--- config.mk ---
export PLATFORM = sky130hd
export DESIGN_NAME = inst_responder
export DESIGN_NICKNAME = d
export VERILOG_FILES = /design/src/rtl/inst_responder.sv
export SDC_FILE = /design/constraint.sdc
export NUM_CORES = 1
export LEC_CHECK = 0
export CAP_MARGIN = 20
export CORE_MARGIN = 8
export CORE_UTILIZATION = 52
export DETAILED_ROUTE_END_ITERATION = 8
export GPL_ROUTABILITY_DRIVEN = 0
export HOLD_SLACK_MARGIN = 0.12
export PLACE_DENSITY_LB_ADDON = 0.05
export SLEW_MARGIN = 15
export SYNTH_ARGS = -nofsm -noshare
export SYNTH_HDL_FRONTEND = slang
export SYNTH_SLANG_ARGS = --single-unit
--- constraint.sdc ---
create_clock -name clk -period 2.9 [get_ports clk]
set_input_delay 0.87 -clock clk [delete_from_list [all_inputs] [get_ports clk]]
set_output_delay 0.87 -clock clk [all_outputs]
set_load 0.02 [all_outputs]
--- src/rtl/inst_responder.sv ---
`timescale 1ns/1ps
// ---------------------------------------------------------------------------
// inst_responder
//
// Accepts instruction-fetch requests into a small in-order queue and answers
// each one with a single data_ok strobe. Reads go to a backend memory, with at
// most one read in flight. Writes are unsupported and are answered with
// resp_err=1 and rdata=0, without any backend access.
//
// Parameters
//   DEPTH       queue depth (maximum accepted-but-unanswered requests), 2 or 4
//
// Ports
//   clk         clock, all state changes on the rising edge
//   rst         asynchronous reset, active low
//   req_valid   request present
//   req_op      0 = read, 1 = write (answered with an error)
//   req_addr    request byte address
//   addr_ok     queue has a free slot; accept = req_valid & addr_ok
//   data_ok     one-cycle response strobe
//   rdata       response data, valid while data_ok=1, held otherwise
//   resp_err    response belongs to a write, valid while data_ok=1
//   mem_ren     backend read strobe, one cycle per read
//   mem_raddr   backend doubleword address (bits [2:0] are zero)
//   mem_rvalid  backend read data valid
//   mem_rdata   backend read data
// ---------------------------------------------------------------------------
module inst_responder #(
   parameter int DEPTH = 2
) (
   input  logic        clk,
   input  logic        rst,
   input  logic        req_valid,
   input  logic        req_op,
   input  logic [63:0] req_addr,
   output logic        addr_ok,
   output logic        data_ok,
   output logic [63:0] rdata,
   output logic        resp_err,
   output logic        mem_ren,
   output logic [63:0] mem_raddr,
   input  logic        mem_rvalid,
   input  logic [63:0] mem_rdata
);

   // DEPTH is a power of two, so the pointers wrap by plain truncation.
   localparam int PW = $clog2(DEPTH);
   localparam int CW = PW + 1;

   typedef enum logic [1:0] {
      S_IDLE   = 2'd0,
      S_REQ    = 2'd1,
      S_WAIT_R = 2'd2,
      S_RESP   = 2'd3
   } state_e;

   // Each entry holds the doubleword address and the op bit; the byte offset
   // within the doubleword never reaches the backend, so it is not stored.
   logic [61:0]   entry_q [DEPTH];
   logic [PW-1:0] wptr_q, wptr_d;
   logic [PW-1:0] rptr_q, rptr_d;
   logic [PW-1:0] rptr_nx;
   logic [CW-1:0] count_q, count_d;
   state_e        state_q, state_d;
   logic [63:0]   rdata_q;
   logic          resp_err_q;

   logic          push;
   logic          pop;
   logic          head_op;
   logic [60:0]   head_dw;
   logic          next_op;

   logic          unused_addr_bits;
   assign unused_addr_bits = ^req_addr[2:0];

   // ------------------------------------------------------------------
   // Request queue
   // ------------------------------------------------------------------
   // rst gates addr_ok so that it reads 0 for the whole time reset is held.
   assign addr_ok = rst && (count_q < CW'(DEPTH));
   assign push    = req_valid && addr_ok;
   // The head is retired on the edge that ends the RESP cycle.
   assign pop     = (state_q == S_RESP);

   assign rptr_nx = rptr_q + PW'(1);
   assign head_op = entry_q[rptr_q][0];
   assign head_dw = entry_q[rptr_q][61:1];

   // Op of the entry that becomes head once the current head retires: the
   // second queued entry if there is one, otherwise a request accepted at
   // that very edge.
   always_comb begin
      next_op = req_op;
      if (count_q > CW'(1)) begin
         next_op = entry_q[rptr_nx][0];
      end
   end

   always_comb begin
      wptr_d  = push ? wptr_q + PW'(1) : wptr_q;
      rptr_d  = pop  ? rptr_nx         : rptr_q;
      count_d = count_q;
      case ({push, pop})
         2'b10:   count_d = count_q + CW'(1);
         2'b01:   count_d = count_q - CW'(1);
         default: count_d = count_q;
      endcase
   end

   always_ff @(posedge clk or negedge rst) begin
      if (!rst) begin
         wptr_q  <= '0;
         rptr_q  <= '0;
         count_q <= '0;
         for (int i = 0; i < DEPTH; i++) begin
            entry_q[i] <= '0;
         end
      end else begin
         wptr_q  <= wptr_d;
         rptr_q  <= rptr_d;
         count_q <= count_d;
         if (push) begin
            entry_q[wptr_q] <= {req_addr[63:3], req_op};
         end
      end
   end

   // ------------------------------------------------------------------
   // Backend FSM: state register
   // ------------------------------------------------------------------
   always_ff @(posedge clk or negedge rst) begin
      if (!rst) begin
         state_q <= S_IDLE;
      end else begin
         state_q <= state_d;
      end
   end

   // ------------------------------------------------------------------
   // Backend FSM: next state
   // ------------------------------------------------------------------
   always_comb begin
      state_d = state_q;
      case (state_q)
         S_IDLE: begin
            // A request accepted this edge is seen next cycle (no bypass).
            if (count_q != '0) begin
               state_d = head_op ? S_RESP : S_REQ;
            end
         end
         S_REQ: begin
            state_d = S_WAIT_R;
         end
         S_WAIT_R: begin
            if (mem_rvalid) begin
               state_d = S_RESP;
            end
         end
         S_RESP: begin
            if ((count_q > CW'(1)) || push) begin
               state_d = next_op ? S_RESP : S_REQ;
            end else begin
               state_d = S_IDLE;
            end
         end
         default: state_d = S_IDLE;
      endcase
   end

   // ------------------------------------------------------------------
   // Backend FSM: outputs
   // ------------------------------------------------------------------
   always_comb begin
      data_ok   = 1'b0;
      mem_ren   = 1'b0;
      mem_raddr = '0;
      case (state_q)
         S_REQ: begin
            mem_ren   = 1'b1;
            mem_raddr = {head_dw, 3'b000};
         end
         S_RESP: begin
            data_ok = 1'b1;
         end
         default: begin
            data_ok   = 1'b0;
            mem_ren   = 1'b0;
            mem_raddr = '0;
         end
      endcase
   end

   // Response payload. Entering RESP from anywhere but WAIT_R means the head
   // is a write; mem_rvalid outside WAIT_R is ignored.
   always_ff @(posedge clk or negedge rst) begin
      if (!rst) begin
         rdata_q    <= '0;
         resp_err_q <= 1'b0;
      end else if (state_q == S_WAIT_R) begin
         if (mem_rvalid) begin
            rdata_q    <= mem_rdata;
            resp_err_q <= 1'b0;
         end
      end else if (state_d == S_RESP) begin
         rdata_q    <= '0;
         resp_err_q <= 1'b1;
      end
   end

   assign rdata    = rdata_q;
   assign resp_err = resp_err_q;

endmodule

-- Word level (Yosys, flattened, before mapping)
Cells that the tools add are included.
- bits in registers: 195
- bits of input ports: 133
- output and inout bits: 132
- word-level logic and storage cells: 63
- $add $sub $neg: 4
- magnitude comparators: 6
- equality and inequality tests: 7
- multiplexer cells: 26
- bitwise logic cells: 3
- reductions and logical operators: 9
- operator list (operator ; count):
    2-to-1 mux 64 bit ; 4
    2-to-1 mux 62 bit ; 4
    bitwise mux 124 bit ; 1
    demux 62 bit (select 1 bit) ; 1
    2-to-1 mux 2 bit ; 5
    2-to-1 mux 1 bit ; 9
    == test 2 bit (second input constant) ; 4
    one-hot mux 2 bit (4 select lines) ; 1
    >= comparator 2 bit (second input constant) ; 3
    NOT 1 -> 2 bit ; 3
    nonzero test 2 bit ; 3
    == test 2 x 1 -> 1 bit (second input constant) ; 2
    one-hot mux 2 bit (2 select lines) ; 1
    logical AND 1 bit ; 3
    adder 1 bit (second input constant) ; 2
    adder 2 x 1 -> 2 bit (second input constant) ; 1
    greater-than comparator 2 x 1 -> 1 bit (second input constant) ; 1
    zero test 2 bit ; 1
    less-than comparator 2 x 1 -> 1 bit (second input constant) ; 1
    less-than comparator 2 bit (second input constant) ; 1
    inequality test 2 bit (second input constant) ; 1
    AND reduction 2 bit ; 1
    subtractor 2 x 1 -> 2 bit (second input constant) ; 1
    logical OR 1 bit ; 1

-- Depth between registers and ports, before layout
Gate-level depths: netlist (run 1).
- depth after elaboration: 12
- gate-level depth with buffers: 7
- mapped depth without buffers: 5

-- Least setup slack after synthesis (run 1)
No wires, ideal clock.
- path kind: reg-to-output
- start: register rptr_q
- end: output port mem_raddr[10]
- arrival: 1.345 ns
- data required time: 2.030 ns
- setup slack: 0.685 ns
- stages on the path, launching flop included: 5
- buffers on the path: 2
- path through: dfrtp_1 buf_6 buf_1 mux2i_1 nor2_1
- cells in the longest elaborated chain, start to end: 5
- ends and longest elaborated chain (what ; RTL line ; source):
    start: declaration ; 61 ; logic [PW-1:0] rptr_q, rptr_d;
    start signal: assignment ; 121 ; rptr_q <= rptr_d;
    NOT 1 -> 2 bit (implied by the code) ; 88 ; assign head_dw = entry_q[rptr_q][61:1];
    2-to-1 mux 62 bit (implied by the code) (3 in a row) ; 88 ;
    2-to-1 mux 64 bit ; 178 ; case (state_q)
    end: declaration ; 41 ; output logic [63:0] mem_raddr,
Every way passes these cells. The select of a mux whose other input is x is not followed.

-- Worst setup path in the final report (run 1)
- start: register state_q[0]
- end: output port mem_ren
- cells in the longest elaborated chain, start to end: 2
- ends and longest elaborated chain (what ; RTL line ; source):
    start: declaration ; 64 ; state_e state_q, state_d;
    start signal: assignment ; 136 ; state_q <= state_d;
    == test 2 x 1 -> 1 bit ; 178 ;
    2-to-1 mux 1 bit ; 178 ;
    end: declaration ; 40 ; output logic mem_ren,
Every way passes these cells.

==> flow_summary_export.csv, run 1 <==
group,metric,value,unit
global_route,grt_pass1_vias,7060,
floorplanning,initial_core_util,52.3,%
clocking,htreeDepth,4,
worst_setup_path,crit_fanout,62,
clocking,ctsHoldBuffers,0,
clocking,cts.clk_slew.worst_paths,0.07,ns
routing,dr_total_vias,6426,
sta,drv_slew,0,
flow_run,maxCapViolations,0,
clocking,cts_sinks,195,
routing,ant_nets,0,
routing,drc,0,
sta,rsz0062_at_grt,"false",
global_route,antenna_found_initial,0,
floorplanning,core_area,17700,um^2
floorplanning,die_h,150,um
synthesis,ys_top_cells_by_area,"dfrtp_1, mux2_1, o31ai_4, mux2i_1, nand2_1",
sta,finalCritPeriodShare,96.0,%
synthesis,synth_cells,728,
run_status,status,"complete, no violations",
sta,hold_violations,0,
routing,drt-pass1-iter-count,4,
synthesis,seq_area_frac_synth,52.6,%
worst_setup_path,crit_slowest_cell,"clkdlybuf4s50_1",
routing,vias_per_cell,5.33,
place,io_buffer_count,258,
worst_setup_path,worstPathRequired,2.03,ns
worst_setup_path,ff2ff_path_depth,5,
power,power_density,1040,nW/um^2
worst_setup_path,max_stage_delay,0.54,ns
layout,n_fill_cell,1289,
synthesis,ys.flop_type,"dfrtp_1",
sta,fin_tns_setup,0,ns
worst_setup_path,path_buf_inv,3,
floorplanning,rows,49,
worst_setup_path,rrSetupSlack,0.82,ns
synthesis,synthesis.area,9280,um^2
place,hpwl,16.3,mm
routing,wire_per_inst,19.3,um
power,ir_drop,0.565,mV
hold_path,hold_path_depth,1,
worst_setup_path,crit_path_end_kind,"primary output",
synthesis,yosysUniqueCellTypes,35,
sta,setup_viol,0,
clocking,root_buffer,"clkbuf_16",
layout,fin_nets,1100,
clocking,cts_tree,"yes",
place,dp.cells,1174,
sta,fmax,359,MHz
clocking,cts_buffers,17,
sta,clock_skew,0.00849,ns
floorplanning,ioPinCount,265,
synthesis,synthArstFlopShare,100,%
global_route,grt_max_degree,196,
floorplanning,die_area,22400,um^2
hold_path,hold_class,"reg2reg",
layout,final-instance-count-excl-fill,1206,
synthesis,synth_largest_area_cell,"dfrtp_1",
sta,fin_crit,2.78,ns
global_route,grt-ovfl-total,0,
layout,drive_gt1_share,11.3,%
sta,slew_headroom,24.7,%
global_route,grt.total_usage,20.9,%
clocking,insertion_delay,0.43,ns
routing,drt_iter0_drc,342,
global_route,grt_pass1_wl,37.0,mm
clocking,cts_buffer_depth,2,
layout,syn2layout_area_growth,36.0,%
power,p_leak,5.69,nW
sta,tightest_slew,1.13,ns
synthesis,synth-edff-count,0,
synthesis,avgSynthCellArea,12.7,um^2
worst_setup_path,cp_top_family,"buffers and inverters",
routing,wl,23.3,mm
power,power.total,13.1,mW
layout,num_antenna_cells,0,
worst_setup_path,cp.arrival,1.91,ns
layout,regArea,4880,um^2
worst_setup_path,criticalPathCategory,"reg2out",
synthesis,yosys_warnings,0,
layout,multiInputGateArea,4070,um^2
synthesis,yosys.area.top_type_share,52.6,%
worst_setup_path,cp-start-kind,"register",
worst_setup_path,crit_cells,4,
worst_setup_path,path_cells,"nand2b_2, buf_12, inv_2, clkdlybuf4s50_1",
synthesis,ys_ff_latch,195,
floorplanning,die_x,150,um
-- placed cells by master (no fill, tap or decap), types with 2 or more instances in the layout --
cell type,instances
dfrtp_1,193
conb_1,3
buf_4,3
clkdlybuf4s50_1,196
xnor2_1,4
nand2_1,130
nor2b_1,2
dlygate4sd2_1,59
o31ai_4,40
o31ai_2,10
nor2_1,62
clkinvlp_4,2
o31ai_1,14
mux2i_1,62
inv_2,2
buf_12,12
clkbuf_8,2
clkinv_4,5
mux2_1,124
inv_6,4
inv_1,2
ha_1,3
dlymetal6s2s_1,2
inv_8,2
clkbuf_16,17
-- kinds of logic (layout without fill, tap and decap cells) --
logic type / count (synthesis) / in the layout / share of synthesized area [%]
and+or+nand+nor: 202 / 202 / 8.54
DFF: 195 / 195 / 52.6
muxes: 187 / 187 / 21.9
AOI/OAI and AO/OA: 72 / 72 / 12.3
buffers and inverters: 64 / 311 / 3.82
xor gates and xnor gates: 4 / 4 / 0.378
adders and majority gates: 3 / 3 / 0.405
other: 1 / 3 / 0.0404
-- Yosys cell counts (2+ instances only) --
cell type	count
xnor2_1	4
ha_1	3
nand2_1	131
mux2i_1	62
nor2b_1	2
o31ai_4	40
nor2_1	62
buf_4	3
and3b_1	2
dfrtp_1	195
buf_1	5
buf_6	11
inv_2	2
mux2_1	124
o31ai_1	14
clkbuf_1	24
o31ai_2	10
buf_2	16
inv_1	2
-- worst paths after layout --
kind	endpoint	startpoint
setup reg to reg	rdata[6]	rptr_q
max in group asynchronous	rptr_q	rst
hold reg to reg	entry_q[95]	entry_q[95]
setup / recovery	mem_ren	state_q[0]
hold / removal	entry_q[95]	entry_q[95]
min in group asynchronous	entry_q[7]	rst
-- sequential cells by signal, summed over array words and instances (netlist names) --
register,flops
resp_err,1
rptr_q,1
state_q,2
count_q,2
wptr_q,1
rdata,64
entry_q,124
-- per-stage QoR --
step | setup WS (ns) | utilization [%] | hold slack (ns) | area (um^2)
finish | 0.115 | 71.2 | 0.486 | 12600
global route | 0.0401 | 71.2 | 0.500 | 12600
CTS | 0.000246 | 71.2 | 0.490 | 12600
detailed placement | 0.200 | 68.4 | 0.474 | 12100
global placement | 0.222 | 68.4 | 0.466 | 12100
floorplan | 0.685 | - | 0.457 | 9280
-- routing by layer --
metal,wire length [um],GRT usage [%],part of all wire [%],up-vias
li1,-,-,-,2978
met1,9020,23.9,39,3214
met2,11900,36.2,51,204
met3,1870,6.71,8.1,30
met4,515,7.52,2.2,0
met5,0,0,0,-
-- repair_timing --
action                     CTS  global route
gates resized for setup     61             2
setup buffers                0             0
setup endpoints to repair   61             2
-- area by class of cell --
class,count,share of cell area [%]
sequential,195,38.7
clock inverter,14,0.962
clock buffer,18,3.48
timing repair buffer,274,22.1
inverter,5,0.149
tap,229,2.27
multi-input combinational,471,32.3
-- where the power goes --
| group | internal (mW) | total (mW) | leakage [nW] | switching (mW) |
|---|---|---|---|---|
| clock network | 1.15 | 2.22 | 0.272 | 1.07 |
| registers | 4.04 | 4.76 | 2.37 | 0.714 |
| logic | 2.89 | 6.11 | 3.05 | 3.22 |
Note: power is estimated with default switching activity, not from simulation.
==> run 2: changes to the inputs <==
--- a/config.mk
+++ b/config.mk
@@ -12,7 +12,7 @@
 export GPL_ROUTABILITY_DRIVEN = 0
 export HOLD_SLACK_MARGIN = 0.12
 export PLACE_DENSITY_LB_ADDON = 0.05
-export SLEW_MARGIN = 15
+export SLEW_MARGIN = 20
 export SYNTH_ARGS = -nofsm -noshare
 export SYNTH_HDL_FRONTEND = slang
 export SYNTH_SLANG_ARGS = --single-unit
==> constraint.sdc (replaced) <==
create_clock -name clk -period 2.9 [get_ports clk]
set_input_delay 0.725 -clock clk [delete_from_list [all_inputs] [get_ports clk]]
set_output_delay 0.725 -clock clk [all_outputs]
set_load 0.02 [all_outputs]
==> run 2 against run 1 <==
Core utilization grew 1.2 points. Cell count is 0.33% higher. Wire length shrank 0.89%. Combinational power rose by 2%. Critical endpoint unchanged. Highest routed layer unchanged. Via count shrank 0.75%. Total power increased by 1.4%.
==> flow_summary_export.csv, run 2 (synthesis gave the netlist of run 1 again) <==
group,metric,value,unit
floorplanning,rows,49,
worst_setup_path,crit_slowest_cell,"clkdlybuf4s50_1",
worst_setup_path,cp-start-kind,"register",
layout,final_cell_mix,"clkdlybuf4s50_1, dfrtp_1, nand2_1",
power,seq_power_share,35.9,%
sta,rsz0062_at_grt,"false",
layout,drive_gt1_share,11.3,%
floorplanning,initial_core_util,52.3,%
routing,wire_per_inst,19.1,um
clocking,cts.clk_slew.worst_paths,0.08,ns
flow_run,maxCapViolations,0,
power,p_comb_share,46.8,%
place,place_area,12200,um^2
sta,drv_slew,0,
clocking,cts_sinks,195,
power,power.total,13.3,mW
power,p_leak,6.29,nW
worst_setup_path,path_buf_inv,3,
worst_setup_path,worstPathRequired,2.17,ns
place,hpwl,16.7,mm
worst_setup_path,crit_cells,4,
power,ir_drop,0.660,mV
layout,syn2layout_area_growth,38.4,%
hold_path,hold_class,"in2async",
clocking,insertion_delay,0.43,ns
worst_setup_path,crit_path_end_kind,"primary output",
layout,fin_nets,1104,
floorplanning,die_area,22400,um^2
power,p_int,8.26,mW
worst_setup_path,criticalPathCategory,"reg2out",
global_route,grt_pass1_wl,36.7,mm
sta,fin_tns_setup,0,ns
worst_setup_path,ff2ff_path_depth,5,
layout,final_common_cell,"clkdlybuf4s50_1",
place,io_buffer_count,258,
worst_setup_path,cp_top_family,"buffers and inverters",
routing,wl,23.1,mm
sta,slew_headroom,47.2,%
floorplanning,ioPinCount,265,
routing,drc,0,
floorplanning,die_x,150,um
layout,n_fill_cell,1190,
floorplanning,die_h,150,um
power,switching_share,37.7,%
sta,setup_viol,0,
routing,drt-pass1-iter-count,5,
clocking,root_buffer,"clkbuf_16",
sta,fin_crit,2.77,ns
routing,dr_total_vias,6378,
run_status,status,"complete, no violations",
layout,top_register,"entry_q",
power,power_density,1030,nW/um^2
global_route,grt_max_degree,148,
clocking,cts_buffers,17,
sta,finalCritPeriodShare,95.4,%
floorplanning,core_area,17700,um^2
power,clkPwrFrac,17.3,%
layout,largest_reg_flops,124,
global_route,grt-ovfl-total,0,
worst_setup_path,max_stage_delay,0.59,ns
global_route,antenna_found_initial,0,
layout,num_antenna_cells,0,
clocking,cts_buffer_depth,2,
worst_setup_path,crit_fanout,30,
clocking,cts_tree,"yes",
worst_setup_path,path_cells,"nand2b_2, buf_12, inv_2, clkdlybuf4s50_1",
sta,tightest_slew,0.792,ns
power,switchingPower,5.01,mW
global_route,grt.total_usage,20.7,%
routing,vias_per_cell,5.27,
clocking,htreeDepth,4,
sta,hold_violations,0,
clocking,cts_setup_buffers,0,
routing,drt_iter0_drc,227,
layout,final_area,12800,um^2
worst_setup_path,cp.arrival,2.04,ns
sta,fmax,361,MHz
layout,fin_util,72.4,%
global_route,grt_pass1_vias,6905,
routing,ant_nets,0,
sta,clock_skew,0.0110,ns
clocking,ctsHoldBuffers,0,
==> run 2: cell count changes in the layout (fill, tap and decap cells not counted), moves of 2 or more <==
cell / previous run / this run
buf_12: 12 / 14
buf_4: 3 / 6
clkbuf_1: 0 / 2
clkinv_4: 5 / 3
dlygate4sd2_1: 59 / 17
dlymetal6s2s_1: 2 / 44
==> run 2: stage by stage <==
step	cells	worst slack, ns	hold WS (ns)
final	1210	0.133	0.415
after global routing	1210	0.0479	0.481
after CTS	1210	0.000284	0.456
after detailed placement	1178	0.314	0.474
after global placement	1178	0.340	0.466
after floorplan	730	0.830	0.429
==> run 2: worst paths after layout <==
check                            startpoint     endpoint  slack, ns
worst max-delay path             state_q[1]      mem_ren       0.13
worst min-delay path                    rst  entry_q[11]       0.42
worst max register to register       rptr_q     rdata[3]       0.72
worst min register to register  entry_q[72]  entry_q[72]       0.49
max in group asynchronous               rst       rptr_q       1.79
min in group clk                entry_q[72]  entry_q[72]       0.49
==> run 2: area by class of cell <==
class                   count  area [um^2]  area share, %
clock buffers              19          433           3.37
clock inverters            13          138           1.07
inverters                   5         18.8          0.146
multi-input cells         471         4070           31.7
flip-flops and latches    195         4880           38.1
well taps                 229          287           2.23
repair buffers            278         3000           23.4
==> run 2: power by group through the flow <==
stage          Combinational [mW]  Clock, mW  Sequential (mW)
6_report                     6.21       2.29             4.76
5_1_grt                      6.70       2.46             4.92
4_1_cts                      6.36       2.34             4.76
3_5_place_dp                 6.38          0             4.81
3_3_place_gp                 6.16          0             4.70
2_1_floorplan                3.64          0             5.07
==> run 2: metal layers <==
layer / GRT usage [%] / vias up / share of wire (%)
li1: - / 2985 / -
met1: 24.7 / 3143 / 39
met2: 34.0 / 210 / 50
met3: 6.56 / 40 / 7.9
met4: 8.93 / 0 / 3.2
met5: 0 / - / 0
==> run 2: repair_timing <==
action / 4_1_cts / 5_1_grt
resized for setup: 17 / 44
cloned: 0 / 0
setup endpoints to repair: 17 / 44
